## src/rtl/stage_sequencer.sv

```systemverilog
// stage_sequencer: next-stage logic, request handshakes, bus timeout and sticky fault for the multi-cycle core
//   clk        : clock; all state updates on the rising edge
//   clear_n    : asynchronous active-low reset
//   stage_in   : current one-hot stage (bit 0 FETCH .. bit 4 WRITEBACK)
//   stage_next : next one-hot stage, combinational
//   halt       : hold in FETCH before a fetch request is issued
//   fetch_req  : registered fetch request; fetch_ack acknowledges it
//   mem_op     : instruction uses MEMORY, sampled in DECODE
//   wb_en      : instruction uses WRITEBACK, sampled in DECODE
//   exec_busy  : execute unit still busy
//   mem_req    : registered data request; mem_ack acknowledges it
//   fault      : sticky bus timeout or illegal stage vector
module stage_sequencer #(
  parameter int NUM_STAGES     = 5,
  parameter int TIMEOUT_CYCLES = 255
) (
  input  logic                  clk,
  input  logic                  clear_n,
  input  logic [NUM_STAGES-1:0] stage_in,
  output logic [NUM_STAGES-1:0] stage_next,
  input  logic                  halt,
  output logic                  fetch_req,
  input  logic                  fetch_ack,
  input  logic                  mem_op,
  input  logic                  wb_en,
  input  logic                  exec_busy,
  output logic                  mem_req,
  input  logic                  mem_ack,
  output logic                  fault
);
  localparam int CNT_WIDTH = $clog2(TIMEOUT_CYCLES + 1);
  localparam logic [NUM_STAGES-1:0] FETCH     = NUM_STAGES'(1);
  localparam logic [NUM_STAGES-1:0] DECODE    = NUM_STAGES'(2);
  localparam logic [NUM_STAGES-1:0] EXECUTE   = NUM_STAGES'(4);
  localparam logic [NUM_STAGES-1:0] MEMORY    = NUM_STAGES'(8);
  localparam logic [NUM_STAGES-1:0] WRITEBACK = NUM_STAGES'(16);
  logic                 legal;
  logic                 fetch_hs;
  logic                 mem_hs;
  logic                 waiting;
  logic                 tmo;
  logic                 kill;
  logic                 mem_op_q;
  logic                 wb_en_q;
  logic [CNT_WIDTH-1:0] cnt;
  always_comb begin
    legal    = $onehot(stage_in);
    fetch_hs = fetch_req & fetch_ack;
    mem_hs   = mem_req & mem_ack;
    waiting  = (fetch_req & ~fetch_ack) | (mem_req & ~mem_ack);
    // the limit is reached on the edge that would make the count equal TIMEOUT_CYCLES
    tmo      = waiting && (cnt == CNT_WIDTH'(TIMEOUT_CYCLES - 1));
    kill     = fault | tmo | ~legal;
    stage_next = (!legal || fault) ? FETCH :
                 stage_in[0] ? (fetch_hs ? DECODE : FETCH) :
                 stage_in[1] ? EXECUTE :
                 stage_in[2] ? (exec_busy ? EXECUTE : mem_op_q ? MEMORY : wb_en_q ? WRITEBACK : FETCH) :
                 stage_in[3] ? (mem_hs ? (wb_en_q ? WRITEBACK : FETCH) : MEMORY) :
                 FETCH;
  end
  always_ff @(posedge clk or negedge clear_n) begin
    if (!clear_n) begin
      fetch_req <= 1'b0;
      mem_req   <= 1'b0;
      fault     <= 1'b0;
      cnt       <= '0;
      mem_op_q  <= 1'b0;
      wb_en_q   <= 1'b0;
    end else begin
      fault     <= kill;
      cnt       <= (waiting && !tmo) ? cnt + CNT_WIDTH'(1) : '0;
      // an ack without its request is ignored because the request branch is not taken
      fetch_req <= !kill && (fetch_req ? !fetch_ack : (stage_in[0] && !halt));
      mem_req   <= !kill && (mem_req ? !mem_ack : stage_in[3]);
      if (legal && stage_in[1]) begin
        mem_op_q <= mem_op;
        wb_en_q  <= wb_en;
      end
    end
  end
endmodule
```

## config.mk

```make
export PLATFORM = sky130hd
export DESIGN_NAME = stage_sequencer
export DESIGN_NICKNAME = d
export VERILOG_FILES = /design/src/rtl/stage_sequencer.sv
export SDC_FILE = /design/constraint.sdc
export NUM_CORES = 1
export LEC_CHECK = 0
export ABC_AREA = 0
export CAP_MARGIN = 20
export CORE_UTILIZATION = 50
export CTS_CLUSTER_SIZE = 8
export DETAILED_ROUTE_END_ITERATION = 10
export PLACE_DENSITY = 0.87
export RECOVER_POWER = 25
export SLEW_MARGIN = 20
export SYNTH_ARGS = -nofsm -noshare
export SYNTH_HDL_FRONTEND = slang
export SYNTH_SLANG_ARGS = --single-unit
```

## constraint.sdc

```tcl
create_clock -name clk -period 8.5 [get_ports clk]
set_clock_uncertainty 0.2 [all_clocks]
set_input_delay 1.7 -clock clk [delete_from_list [all_inputs] [get_ports clk]]
set_output_delay 1.7 -clock clk [all_outputs]
set_load 0.01 [all_outputs]
```

## Yosys cells after proc, flatten, opt, wreduce, memory -nomap -nowiden

Cells that the tools add are included.

- Input bits: 13
- Flip-flop bits (word level): 13
- Word-level logic and storage cells: 49

- Bitwise gates (word level): 10
- Add/subtract/negate cells: 5
- Reduce and logical (&&, ||, !) cells: 13
- Equality and inequality tests: 2
- Multiplexer cells: 13

Operator list:

| kind | number |
|---|---|
| $mux 5 | 9 |
| $add 8x1->8 const B | 1 |
| $eq 8x8->1 const B | 1 |
| $mux 8 | 1 |
| $logic_and 1x1->1 | 6 |
| $logic_not 1->1 | 6 |
| $add 1x1->2 | 2 |
| $and 1x1->1 | 4 |
| $add 2x2->3 | 1 |
| $add 3x1->3 | 1 |
| $eq 3x1->1 const B | 1 |
| $not 1->1 | 3 |
| $or 1x1->1 | 3 |
| $mux 1 | 2 |
| $mux 2 | 1 |
| $logic_or 1x1->1 | 1 |

## Depth between registers and ports, before layout

- Word-level depth: 8
- Depth in mapped cells: 9

## Worst setup path after synthesis

Ideal clock, no wire load.

- Path type: input to output
- Start point: input stage_in[0]
- End point: output stage_next[3]
- Stages on the path: 9
- Slack: 2.747 ns
- Data required time: 6.600 ns
- Path buffers: 1
- Data arrival time: 3.853 ns
- Path through: inv_1 -> fa_1 -> fa_1 -> inv_1 -> ha_1 -> or4_1 -> clkbuf_2 -> nor3_2 -> nor2b_1

- Cells in the longest elaborated chain, start to end: 7
- Elaborated cells on any way between the ends: 8
- Those cells by class: add/sub: 3; eq/ne: 1; mux: 2; reduce/logical: 2

RTL lines:

| what | line | RTL |
|---|---|---|
| start: declaration | 19 | `input logic [NUM_STAGES-1:0] stage_in,` |
| $add 1x1->2 (not written as such) | 47 | `legal = $onehot(stage_in);` |
| $add 2x2->3 (not written as such) | 47 |  |
| $add 3x1->3 (not written as such) | 47 |  |
| $eq 3x1->1 | 47 |  |
| $logic_not 1->1 | 54 | `stage_next = (!legal \|\| fault) ? FETCH :` |
| $logic_or 1x1->1 | 54 |  |
| $mux 5 * | 54 |  |
| end: declaration | 20 | `output logic [NUM_STAGES-1:0] stage_next,` |

Mark *: on every way between the ends. The rest lies on a longest branch, timed or not.

## Worst setup path in the final report

- Start point: input stage_in[0]
- End point: output stage_next[4]

The elaborated chain is that of the path after synthesis.

==> flow_summary.toml <==
[status]
status = "finished, final reports clean"

[yosys]
async_flop_share_pct = 100
syn_nets = 105
syn_avg_cell_area_um2 = 9.33
synth_edf_count = 0
synth_flop_cell = "dfrtp_1"
synth_seq_area_share_pct = 40.1
netlist_instances = 87
ys_types = 33
synth_area_um2 = 812
yosysWarnings = 0
synth_seq_cells = 13

[clock_network]
cts_sinks = 13
cts_buffer_depth = 2
htree_levels = 1
cts_buffers = 3
cts_hold_buf = 0
cts_resized = 0
clkLatencyLatePin_ps = 280
cts_root_buffer = "clkbuf_4"
cts.clk_slew.worst_paths_ps = 70
post_cts_buffers = 0
cts_tree = "yes"

[critical_path]
worstPathArrival_ps = 5090
r2r_setup_slack_ps = 6890
startpoint_type = "input pin"
path_class = "in -> out"
worstRegToRegCells = 5
r2r_start = "cnt[0]"
path_max_fanout = 7
crit_required_ps = 6600
cp-end-kind = "output port"
timing.rr.end = "mem_req"

[placed_design]
dp.cells = 122
portBuffers = 20
hpwl_um = 1460
place_congestion = 0.789
pre_cts_slack_ps = 1510

[finish]
multiInputGateArea_um2 = 444
final-instance-count-excl-fill = 126
area_growth_pct = 29.7
layout_commonest_cell = "clkdlybuf4s50_1"
drive_gt1_share_pct = 6.36
most-common-layout-cells = "clkdlybuf4s50_1 (19), dfrtp_1 (13), inv_1 (10)"
layout.nets = 129
diodes = 0
fillCellCount = 126
final-seq-area_um2 = 325

[grt]
gr-usage-all-layers_pct = 24.1
busiest_layer = "met2"
grt_max_degree = 14
grt_pass1_vias = 694
use_met2_pct = 34.5
grt_use_met1_pct = 33.3
grt.overflow.total = 0
grt_pass1_wl_um = 3130
antenna_found_initial = 0
grtUsageMet3_pct = 8.19

[power]
total_power_mw = 0.134
max-vdd-ir-drop_uv = 119
power.static_leakage_nw = 0.436
pwr_density_cell_nw_per_um2 = 127

[die]
dieHeight_um = 42.3
start_util_pct = 53.9
fp-row-count = 14
die-area_um2 = 1790
num_io_pins = 21
dieWidth_um = 42.3
coreArea_um2 = 1510

[route]
routed_wl_um = 1830
drt_first_pass_iters = 4
ant_nets = 0
wl_per_cell_um = 14.5
route.detailed.drc = 0
first_iter_violations = 13
via_per_inst = 5.85
vias = 737

[sta]
drv_slew = 0
holdWs_ps = 361
fmax_mhz = 143
max-slew-margin-rel_pct = 62.3
hold_viol = 0
finalSetupTns_ps = 0
post-route-min-period_ps = 6990
timing.final.ws_setup_ps = 1510
finalSetupViolations = 0
finalCritPeriodShare_pct = 82.2
rsz0062_at_grt = "no"
tightest_slew_ps = 564

[run]
cap_violations = 0

[min_path]
worstHoldPathCells = 1
hp-start = "wb_en_q"
hold_path_class = "reg -> reg"
hold_path_end = "wb_en_q"
synth_stat cells, drive strengths merged, types with 2 or more instances:
cell type,n,area (um2)
nand4,2,18.8
nor3,7,40.0
a21oi,6,30.0
nand3,2,10.0
nor2,7,26.3
nor2b,4,25.0
nand2,3,11.3
dfrtp,13,325
a211oi,2,15.0
nand2b,2,12.5
or4,2,15.0
mux2,2,22.5
o21ai,2,10.0
ha,3,37.5
a31oi,3,18.8
and3,2,12.5
fa,2,40.0
inv,10,37.5
how the worst max path moves through the flow:
| stage | startpoint | endpoint | slack (ps) | depth (start not counted) |
|---|---|---|---|---|
| 2_1_floorplan | stage_in[0] | stage_next[3] | 2750 | 9 |
| 3_3_place_gp | stage_in[0] | stage_next[4] | 1570 | 10 |
| 3_5_place_dp | stage_in[0] | stage_next[4] | 1510 | 10 |
| 4_1_cts | stage_in[0] | stage_next[4] | 1510 | 10 |
| 5_1_grt | stage_in[0] | stage_next[4] | 1340 | 10 |
| 6_report | stage_in[0] | stage_next[4] | 1510 | 10 |
cell families (layout without fill, tap and decap cells):
kind of cell	after synthesis	after routing	synth area share, %
and+or+nand+nor	33	33	22.7
AOI/OAI and AO/OA	21	21	17.6
DFF	13	13	40.1
buffers and inverters	11	34	5.24
adders and majority gates	5	5	9.55
xor gates and xnor gates	2	2	2.16
muxes	2	2	2.77
stage by stage:
step,utilization [%],area (um2)
after floorplan,-,812
after global placement,68.2,1030
after CTS,69.9,1050
final,69.9,1050
after detailed placement,68.2,1030
after global routing,69.9,1050
final cells by class:
class / instances / share of cell area, %
multi-input combinational: 63 / 42.2
sequential: 13 / 30.9
timing repair buffer: 20 / 19.0
inverter: 10 / 3.56
clock buffer: 4 / 2.49
tap: 16 / 1.90
layer usage:
layer  up-vias  part of all wire, %
met2        18                   47
met1       356                   45
met3         4                  5.6
met4         0                  2.0
met5         -                    0
li1        359                    -
power by group:
part | internal (mW) | switching (mW) | leakage, nW
clock | 0.0183 | 0.0204 | 0.0150
combinational | 0.0136 | 0.0100 | 0.249
sequential | 0.0666 | 0.00465 | 0.172
total | 0.0985 | 0.0351 | 0.436
critical path, cell delays in order:
cell and delay [ps]:
clkdlybuf4s50_1 580, inv_1 110, fa_1 500, fa_1 360, inv_1 60, ha_1 230, or4_1 670, nor3_2 180
and3_1 170, clkdlybuf4s50_1 530
state kept, by name, indices dropped and copies added, names as in the netlist:
register / cells
cnt: 8
fetch_req: 1
mem_op_q: 1
wb_en_q: 1
fault: 1
mem_req: 1
Power figures use the tool's default switching activity.
